**src/rtl/instruction_fetch_rv32i_if.sv**
```systemverilog
// Bundles the instruction-memory bus, the redirect request and the
// decoder-facing instruction stream of the RV32I fetch stage.
interface instruction_fetch_rv32i_if;
  logic        imem_req;
  logic [31:0] imem_addr;
  logic        imem_ack;
  logic [31:0] imem_data;
  logic        redirect;
  logic [31:0] redirect_pc;
  logic        instr_valid;
  logic        instr_ready;
  logic [31:0] instr;
  logic [31:0] instr_pc;
  logic        fetch_err;

  // Fetch stage side.
  modport master (
    output imem_req, imem_addr, instr_valid, instr, instr_pc, fetch_err,
    input  imem_ack, imem_data, redirect, redirect_pc, instr_ready
  );

  // Memory / branch unit / decoder side.
  modport slave (
    input  imem_req, imem_addr, instr_valid, instr, instr_pc, fetch_err,
    output imem_ack, imem_data, redirect, redirect_pc, instr_ready
  );
endinterface

```
**src/rtl/instruction_fetch_rv32i.sv**
```systemverilog
// RV32I fetch stage: owns the fetch PC, issues one outstanding word read at a
// time, queues returned words with their PC and hands them to the decoder.
// Redirects flush the queue; a misaligned redirect target halts fetch until reset.
module instruction_fetch_rv32i #(
  parameter logic [31:0] RESET_PC   = 32'h0000_0000,
  parameter int          FIFO_DEPTH = 2
) (
  input  logic                      clk,
  input  logic                      rst,
  instruction_fetch_rv32i_if.master bus
);

  localparam int PTR_W = (FIFO_DEPTH > 1) ? $clog2(FIFO_DEPTH) : 1;
  localparam int CNT_W = PTR_W + 1;
  localparam logic [CNT_W:0] DEPTH_X = (CNT_W + 1)'(FIFO_DEPTH);

  typedef enum logic [1:0] {IDLE, WAIT, DROP, HALT} state_t;

  state_t             state, state_next;
  logic               halt_pend, halt_pend_next;
  logic [31:0]        pc;
  logic               fetch_err;
  logic [CNT_W-1:0]   count;
  logic [PTR_W-1:0]   rd_ptr, wr_ptr;
  logic [31:0]        fifo_pc    [FIFO_DEPTH];
  logic [31:0]        fifo_instr [FIFO_DEPTH];

  logic               push, pop, flush, pop_ok, redirect_act, misaligned;

  // Occupancy after applying one optional push and one optional pop.
  function automatic logic [CNT_W:0] fill_after(input logic [CNT_W-1:0] cnt,
                                                input logic inc, input logic dec);
    return {1'b0, cnt} + (CNT_W + 1)'(inc) - (CNT_W + 1)'(dec);
  endfunction

  assign bus.imem_req    = (state == WAIT) || (state == DROP);
  assign bus.imem_addr   = pc;
  assign bus.instr_valid = (count != '0);
  assign bus.instr       = fifo_instr[rd_ptr];
  assign bus.instr_pc    = fifo_pc[rd_ptr];
  assign bus.fetch_err   = fetch_err;

  // Next-state decode, queue push/pop/flush strobes.
  always_comb begin
    state_next     = state;
    halt_pend_next = halt_pend;
    push           = 1'b0;
    flush          = 1'b0;
    pop_ok         = (count != '0) && bus.instr_ready;
    misaligned     = (bus.redirect_pc[1:0] != 2'b00);
    redirect_act   = bus.redirect && (state != HALT);
    unique case (state)
      IDLE: begin
        if (redirect_act) begin
          flush      = 1'b1;
          state_next = misaligned ? HALT : IDLE;
        end else if (fill_after(count, 1'b0, pop_ok) < DEPTH_X) begin
          state_next = WAIT;
        end
      end
      WAIT: begin
        if (redirect_act) begin
          flush = 1'b1;
          if (bus.imem_ack) begin
            state_next = misaligned ? HALT : IDLE;
          end else begin
            state_next     = DROP;
            halt_pend_next = misaligned;
          end
        end else if (bus.imem_ack) begin
          push       = 1'b1;
          state_next = (fill_after(count, 1'b1, pop_ok) < DEPTH_X) ? WAIT : IDLE;
        end
      end
      DROP: begin
        if (redirect_act) begin
          flush = 1'b1;
          if (bus.imem_ack) begin
            state_next     = (halt_pend || misaligned) ? HALT : IDLE;
            halt_pend_next = 1'b0;
          end else if (misaligned) begin
            halt_pend_next = 1'b1;
          end
        end else if (bus.imem_ack) begin
          state_next     = halt_pend ? HALT : IDLE;
          halt_pend_next = 1'b0;
        end
      end
      HALT: begin
        state_next = HALT;
      end
      default: state_next = IDLE;
    endcase
    pop = pop_ok && !flush;
  end

  // FSM state register and pending-halt flag.
  always_ff @(posedge clk or posedge rst) begin
    if (rst) begin
      state     <= IDLE;
      halt_pend <= 1'b0;
    end else begin
      state     <= state_next;
      halt_pend <= halt_pend_next;
    end
  end

  // Fetch PC and sticky misalignment error.
  always_ff @(posedge clk or posedge rst) begin
    if (rst) begin
      pc        <= RESET_PC;
      fetch_err <= 1'b0;
    end else begin
      if (redirect_act) begin
        pc <= bus.redirect_pc;
      end else if (push) begin
        pc <= pc + 32'd4;
      end
      if (redirect_act && misaligned) begin
        fetch_err <= 1'b1;
      end
    end
  end

  // Instruction queue: circular buffer holding {pc, word} pairs.
  always_ff @(posedge clk or posedge rst) begin
    if (rst) begin
      count  <= '0;
      rd_ptr <= '0;
      wr_ptr <= '0;
      for (int i = 0; i < FIFO_DEPTH; i++) begin
        fifo_pc[i]    <= '0;
        fifo_instr[i] <= '0;
      end
    end else if (flush) begin
      count  <= '0;
      rd_ptr <= '0;
      wr_ptr <= '0;
    end else begin
      if (push) begin
        fifo_pc[wr_ptr]    <= pc;
        fifo_instr[wr_ptr] <= bus.imem_data;
        wr_ptr             <= wr_ptr + PTR_W'(1);
      end
      if (pop) begin
        rd_ptr <= rd_ptr + PTR_W'(1);
      end
      count <= count + CNT_W'(push) - CNT_W'(pop);
    end
  end

endmodule

```
**src/flat_wrapper.sv**
```systemverilog
// flat-port wrapper written by rule: the top's interface ports become plain ports
module instruction_fetch_rv32i_flat 
#(
  parameter logic [31:0] RESET_PC   = 32'h0000_0000,
  parameter int          FIFO_DEPTH = 2
)
  (clk, rst, bus_imem_req, bus_imem_addr, bus_instr_valid, bus_instr, bus_instr_pc, bus_fetch_err, bus_imem_ack, bus_imem_data, bus_redirect, bus_redirect_pc, bus_instr_ready);
  instruction_fetch_rv32i_if bus_i ();
  input  logic clk;
  input  logic rst;
  output wire logic [$bits(bus_i.imem_req)-1:0] bus_imem_req;
  output wire logic [$bits(bus_i.imem_addr)-1:0] bus_imem_addr;
  output wire logic [$bits(bus_i.instr_valid)-1:0] bus_instr_valid;
  output wire logic [$bits(bus_i.instr)-1:0] bus_instr;
  output wire logic [$bits(bus_i.instr_pc)-1:0] bus_instr_pc;
  output wire logic [$bits(bus_i.fetch_err)-1:0] bus_fetch_err;
  input wire logic [$bits(bus_i.imem_ack)-1:0] bus_imem_ack;
  input wire logic [$bits(bus_i.imem_data)-1:0] bus_imem_data;
  input wire logic [$bits(bus_i.redirect)-1:0] bus_redirect;
  input wire logic [$bits(bus_i.redirect_pc)-1:0] bus_redirect_pc;
  input wire logic [$bits(bus_i.instr_ready)-1:0] bus_instr_ready;
  assign bus_imem_req = bus_i.imem_req;
  assign bus_imem_addr = bus_i.imem_addr;
  assign bus_instr_valid = bus_i.instr_valid;
  assign bus_instr = bus_i.instr;
  assign bus_instr_pc = bus_i.instr_pc;
  assign bus_fetch_err = bus_i.fetch_err;
  assign bus_i.imem_ack = bus_imem_ack;
  assign bus_i.imem_data = bus_imem_data;
  assign bus_i.redirect = bus_redirect;
  assign bus_i.redirect_pc = bus_redirect_pc;
  assign bus_i.instr_ready = bus_instr_ready;
  instruction_fetch_rv32i #(.RESET_PC(RESET_PC), .FIFO_DEPTH(FIFO_DEPTH)) u_core (.clk(clk), .rst(rst), .bus(bus_i));
endmodule
```
**config.mk**
```make
export PLATFORM = sky130hd
export DESIGN_NAME = instruction_fetch_rv32i_flat
export DESIGN_NICKNAME = d
export VERILOG_FILES = /design/src/rtl/instruction_fetch_rv32i_if.sv /design/src/rtl/instruction_fetch_rv32i.sv /design/src/flat_wrapper.sv
export SDC_FILE = /design/constraint.sdc
export NUM_CORES = 1
export LEC_CHECK = 0
export CORE_MARGIN = 2
export CORE_UTILIZATION = 30
export CTS_CLUSTER_DIAMETER = 40
export DETAILED_ROUTE_END_ITERATION = 16
export GPL_ROUTABILITY_DRIVEN = 0
export HOLD_SLACK_MARGIN = 0.06
export PLACE_DENSITY = 0.54
export SLEW_MARGIN = 20
export SYNTH_ARGS = -nofsm -noshare
export SYNTH_HDL_FRONTEND = slang
export SYNTH_SLANG_ARGS = --single-unit
```
**constraint.sdc**
```tcl
create_clock -name clk -period 16.9 [get_ports clk]
set_input_delay 3.38 -clock clk [delete_from_list [all_inputs] [get_ports clk]]
set_output_delay 3.38 -clock clk [all_outputs]
set_load 0.01 [all_outputs]
```
======== Word-level counts from Yosys, hierarchy flattened ========
Cells that the tools add are included.
word-level totals
  memory bits (read-only) ................. 0
  logic and storage cells ................. 99
  flip-flop bits (word level) ............. 168
  input bits .............................. 69
  bits in writable memories ............... 0
  bits in latches ......................... 0
  output and inout bits ................... 99
  memories ................................ 0
operators by class
  reductions and logical operators ........ 19
  muxes and demuxes ....................... 42
  equal/unequal tests ..................... 11
  divide/modulo/power cells ............... 0
  shifts and indexed selects .............. 0
  bitwise gates (word level) .............. 3
  multiply operators ...................... 0
  $lt $le $gt $ge ......................... 5
  add/sub/neg operators ................... 8
operators with widths
  kind                   number
  $mux 32                9
  $bwmux 64              2
  $add 32x3->32 const B  1
  $demux 32 s1           1
  $mux 2                 12
  $mux 1                 16
  $reduce_bool 2->1      6
  $ne 3x2->1 const B     3
  $pmux 2 s4             1
  $lt 3x2->1 const B     2
  $ne 2x2->1 const B     3
  $logic_and 1x1->1      5
  $reduce_and 5->1       1
  $eq 2x2->1 const B     2
  $ge 2x2->1 const B     2
  $not 1->2              2
  $add 2x1->3 const B    1
  $ne 3x1->1 const B     1
  $reduce_and 3->1       1
  $reduce_or 3->1        1
  $sub 2x1->3            1
  $sub 3x1->3            1
  $add 1x1->1 const B    2
  $add 2x1->2            1
  10 further kinds       11

======== Logic depth before layout (Yosys ltp) ========
  depth in word-level cells ............... 8
  mapped depth ............................ 11

======== Worst setup path after synthesis ========
Ideal clock, no wire load.
  kind .................................... input port to flip-flop
  start point ............................. input bus_redirect
  end point ............................... register u_core.count[1]
  buffers on the path ..................... 1
  setup time .............................. 0.128 ns
  arrival time ............................ 4.686 ns
  setup slack ............................. 12.085 ns
  stages on the path ...................... 10
  cell sequence ........................... nand2b_1 -> buf_6 -> nor2_1 -> nor2_1 -> ha_1 -> inv_1 -> ha_1 -> xor2_1 -> xnor2_1 -> nor2_1
on the way
  longest elaborated chain between the ends .. 7
ends and longest elaborated chain
  what                                                                 line                            RTL
  start, declared                                                      flat_wrapper.sv:19              input wire logic [$bits(bus_i.redirect)-1:0] bus_redirect;
  $logic_and 1x1->1 (*)                                                instruction_fetch_rv32i.sv:51   redirect_act = bus.redirect && (state != HALT);
  parallel branches: the longest is 5 deep, another holds $add 2x1->2  n/a
  $mux 2 (*)                                                           instruction_fetch_rv32i.sv:135  end else if (flush) begin
  end signal, assigned                                                 instruction_fetch_rv32i.sv:148  count <= count + CNT_W'(push) - CNT_W'(pop);
  end, declared                                                        instruction_fetch_rv32i.sv:23   logic [CNT_W-1:0] count;
Every way passes the cells marked *.
A chain may end at the register's enable or synchronous reset.

======== Worst setup path in the final report ========
  start point ............................. register u_core.rd_ptr
  end point ............................... output bus_instr_pc[9]
on the way
  longest elaborated chain between the ends .. 4
ends and longest elaborated chain
  what                                         line                            RTL
  start, declared                              instruction_fetch_rv32i.sv:24   logic [PTR_W-1:0] rd_ptr, wr_ptr;
  start signal, assigned                       instruction_fetch_rv32i.sv:146  rd_ptr <= rd_ptr + PTR_W'(1);
  $not 1->2 (not written as such)              instruction_fetch_rv32i.sv:40   assign bus.instr_pc = fifo_pc[rd_ptr];
  $mux 32 (not written as such) (3 in series)  instruction_fetch_rv32i.sv:40
  end, declared                                flat_wrapper.sv:15              output wire logic [$bits(bus_i.instr_pc)-1:0] bus_instr_pc;
No other way between the ends. The select of a mux whose other input is x is not followed.

==> impl_metrics.ini <==
[power_and_ir_drop]
leakage_nw = 4.777
power_frac_clock = 0.414
sequentialPowerShare = 0.495
power.total_mw = 0.9228
p_sw_mw = 0.2346
internal_power_mw = 0.6882
comb_power_share = 0.091
max-vdd-ir-drop_uv = 64.94
switching_share = 0.2543
powerDensity_nw_per_um2 = 89.31

[synthesis]
synthSimpleGateAreaFrac = 0.07072
ys_ff_latch = 168
synth_compound_area_frac = 0.03166
synth-seq-area-share = 0.5400
syn_area_um2 = 7785
async_flop_share = 1.000
synth.distinct_cells = 35
synthesis.nets = 680
synth_top_family_by_area = multiplexers
synthMuxAreaShare = 0.2805
synth_fa_ha_area_frac = 0.01446
synth_cells = 602
synth_edf_count = 0
avgSynthCellArea_um2 = 12.93
synth_xor_area_frac = 0.03600
ys_warn_count = 0
ys.flop_type = dfrtp_1

[die]
die_width_um = 165.1
start_util = 0.3074
coreArea_um2 = 25330
std_cell_rows = 58
io_pins = 168
dieHeight_um = 165.1
dieArea_um2 = 27250

[place]
dp.cells = 1069
port-buffer-count = 167
place_hpwl_um = 12940
place_area_um2 = 9761

[worst_setup_path]
cp_top_family = flip-flops
r2r-end = u_core.fifo_pc[59]
startpoint_type = flop
rrSetupSlack_ns = 13.87
crit_chain = mux2_2 -> clkdlybuf4s50_1
path_buf_inv = 1
critical_path.max_fanout = 65
max_stage_delay_ns = 1.11
rr_startpoint = u_core.state[1]
arrival_ns = 2.50
r2r_cells = 6
slowest_stage = dfrtp_4
crit_type = reg -> out
cp_data_required_time_ns = 13.52
end_kind = output port

[grt]
grt_pass1_wl_um = 30450
antenna_found_initial = 0
grt_use_total = 0.1459
grt_use_met2 = 0.2547
met3_usage = 0.02947
gr-usage-met1 = 0.1816
grt_max_degree = 107
grt.busiest_layer = met2
grt_pass1_vias = 5590
gr-total-overflow = 0

[timing]
drv_slew = 0
setup_viol = 0
min_period_over_period = 0.3478
period_needed_ns = 5.877
clock_skew_ns = 0.01536
max_freq_mhz = 170.1
worstMarginPinSlew_ns = 1.039
relSlewSlack = 0.3070
finalHoldViolCount = 0
rsz0062_at_grt = false
tns_ns = 0

[flow_run]
drv_cap = 0

[min_path]
worstHoldPathCells = 1
hold_end = u_core.bus.fetch_err
worstHoldStart = u_core.bus.fetch_err
hp-class = reg -> reg

[cells_and_area]
post-route-util = 0.4080
fin_cells = 1100
final_cell_mix = 193 x mux2_2, 167 x clkdlybuf4s50_1, 167 x dfrtp_1, 46 x nand2_1, 32 x o21ai_0
num-fill-cells = 2403
postLayoutCellArea_um2 = 10330
final_common_cell = mux2_2
drive_above_1_share = 0.3104
seq_area_um2 = 4208
syn2layout_area_growth_pct = 32.72
multiInputGateArea_um2 = 3400
num_antenna_cells = 0
fin_nets = 836

[detailed_routing]
first_pass_iters = 4
vias_per_cell = 4.730
routedWlPerCell_um = 17.81
ant_nets = 0
drtIter0Drc = 202
num_vias = 5203
wl_um = 19590
drc_errors = 0

[clocking]
cts_setup_buffers = 0
postCtsHoldBufs = 0
clockRootBuffer = clkbuf_16
clock-sinks = 168
cts_tree = built
cts.path.max_buffers = 2
cts_resized = 0
clock_latency_ns = 0.42
h-tree-depth = 4
path_clk_slew_ns = 0.07
cts_inserted_buffers = 17

[status]
status = finished clean
## logic make-up after synthesis
family / count (synthesis)
XOR/XNOR: 32
AO/OA/AOI/OAI: 46
AND/OR/NAND/NOR: 110
flip-flops: 168
multiplexers: 194
adder cells (fa/ha/maj): 9
buffers and inverters: 43
## cells in the mapped netlist, types with 2 or more instances
cell type | number | share of area
dfrtp_1 | 168 | 0.54
a21oi_1 | 6 | 0.0039
or2_2 | 2 | 0.0016
nand2_1 | 47 | 0.023
buf_2 | 16 | 0.010
nand4_1 | 12 | 0.0096
xor2_1 | 26 | 0.029
nor2b_1 | 3 | 0.0024
o21ai_1 | 2 | 0.0013
ha_1 | 9 | 0.014
xnor2_1 | 6 | 0.0068
nor3_2 | 2 | 0.0026
nand2b_1 | 2 | 0.0016
nand3_1 | 11 | 0.0071
o21ai_0 | 32 | 0.021
buf_6 | 3 | 0.0043
and3_1 | 5 | 0.0040
nand4_2 | 2 | 0.0032
inv_1 | 9 | 0.0043
mux2_2 | 193 | 0.28
clkbuf_1 | 14 | 0.0068
nor2_1 | 19 | 0.0092
## final cells by class
class / instances / area share
Multi-Input combinational cell: 391 / 0.3290
Sequential cell: 168 / 0.4072
Clock inverter: 10 / 0.01175
Tap cell: 330 / 0.03996
Timing Repair Buffer: 171 / 0.1647
Clock buffer: 21 / 0.04359
Inverter: 9 / 0.003754
## sequential cells by signal (all words and copies together), names as in the netlist
| name | count |
|---|---|
| u_core.halt_pend | 1 |
| u_core.fifo_instr | 64 |
| u_core.state | 2 |
| u_core.bus.imem_addr | 32 |
| u_core.fifo_pc | 64 |
| u_core.wr_ptr | 1 |
| u_core.rd_ptr | 1 |
| u_core.bus.fetch_err | 1 |
| u_core.count | 2 |
## per-stage QoR
stage          setup slack (ns)  hold slack [ns]
6_report                  11.02           0.4885
3_3_place_gp              10.69           0.4602
5_1_grt                   10.94           0.5102
2_1_floorplan             8.973           0.4444
4_1_cts                   10.96           0.4875
3_5_place_dp              10.62           0.4571
## power by group through the flow
stage	Clock, mW	Combinational [mW]	Sequential [mW]
finish	0.382	0.0841	0.457
global route	0.412	0.0918	0.460
CTS	0.397	0.0863	0.458
detailed placement	0	0.0856	0.465
global placement	0	0.0840	0.464
floorplan	0	0.0715	0.427
## how the worst max path moves through the flow
stage	startpoint	endpoint	depth (start not counted)
floorplan	rst	u_core.bus.fetch_err	1
global placement	bus_redirect	u_core.fifo_pc[44]	6
detailed placement	bus_redirect	u_core.fifo_instr[32]	6
CTS	u_core.rd_ptr	bus_instr_pc[9]	2
global route	u_core.rd_ptr	bus_instr_pc[18]	2
finish	u_core.rd_ptr	bus_instr_pc[9]	2
## layer usage
metal / part of all wire / up-vias
met3: 0.034 / 15
met4: 0.016 / 0
met2: 0.52 / 97
met5: 0 / -
met1: 0.43 / 2666
li1: - / 2425
## worst reg2reg max path, stage by stage (launching register included)
cell and delay [ns]:
dfrtp_1 0.42, ha_1 0.30, nor2b_4 0.05, buf_4 0.30, nor3_2 0.59, buf_4 0.79, mux2_2 0.45
Power figures use the tool's default switching activity.
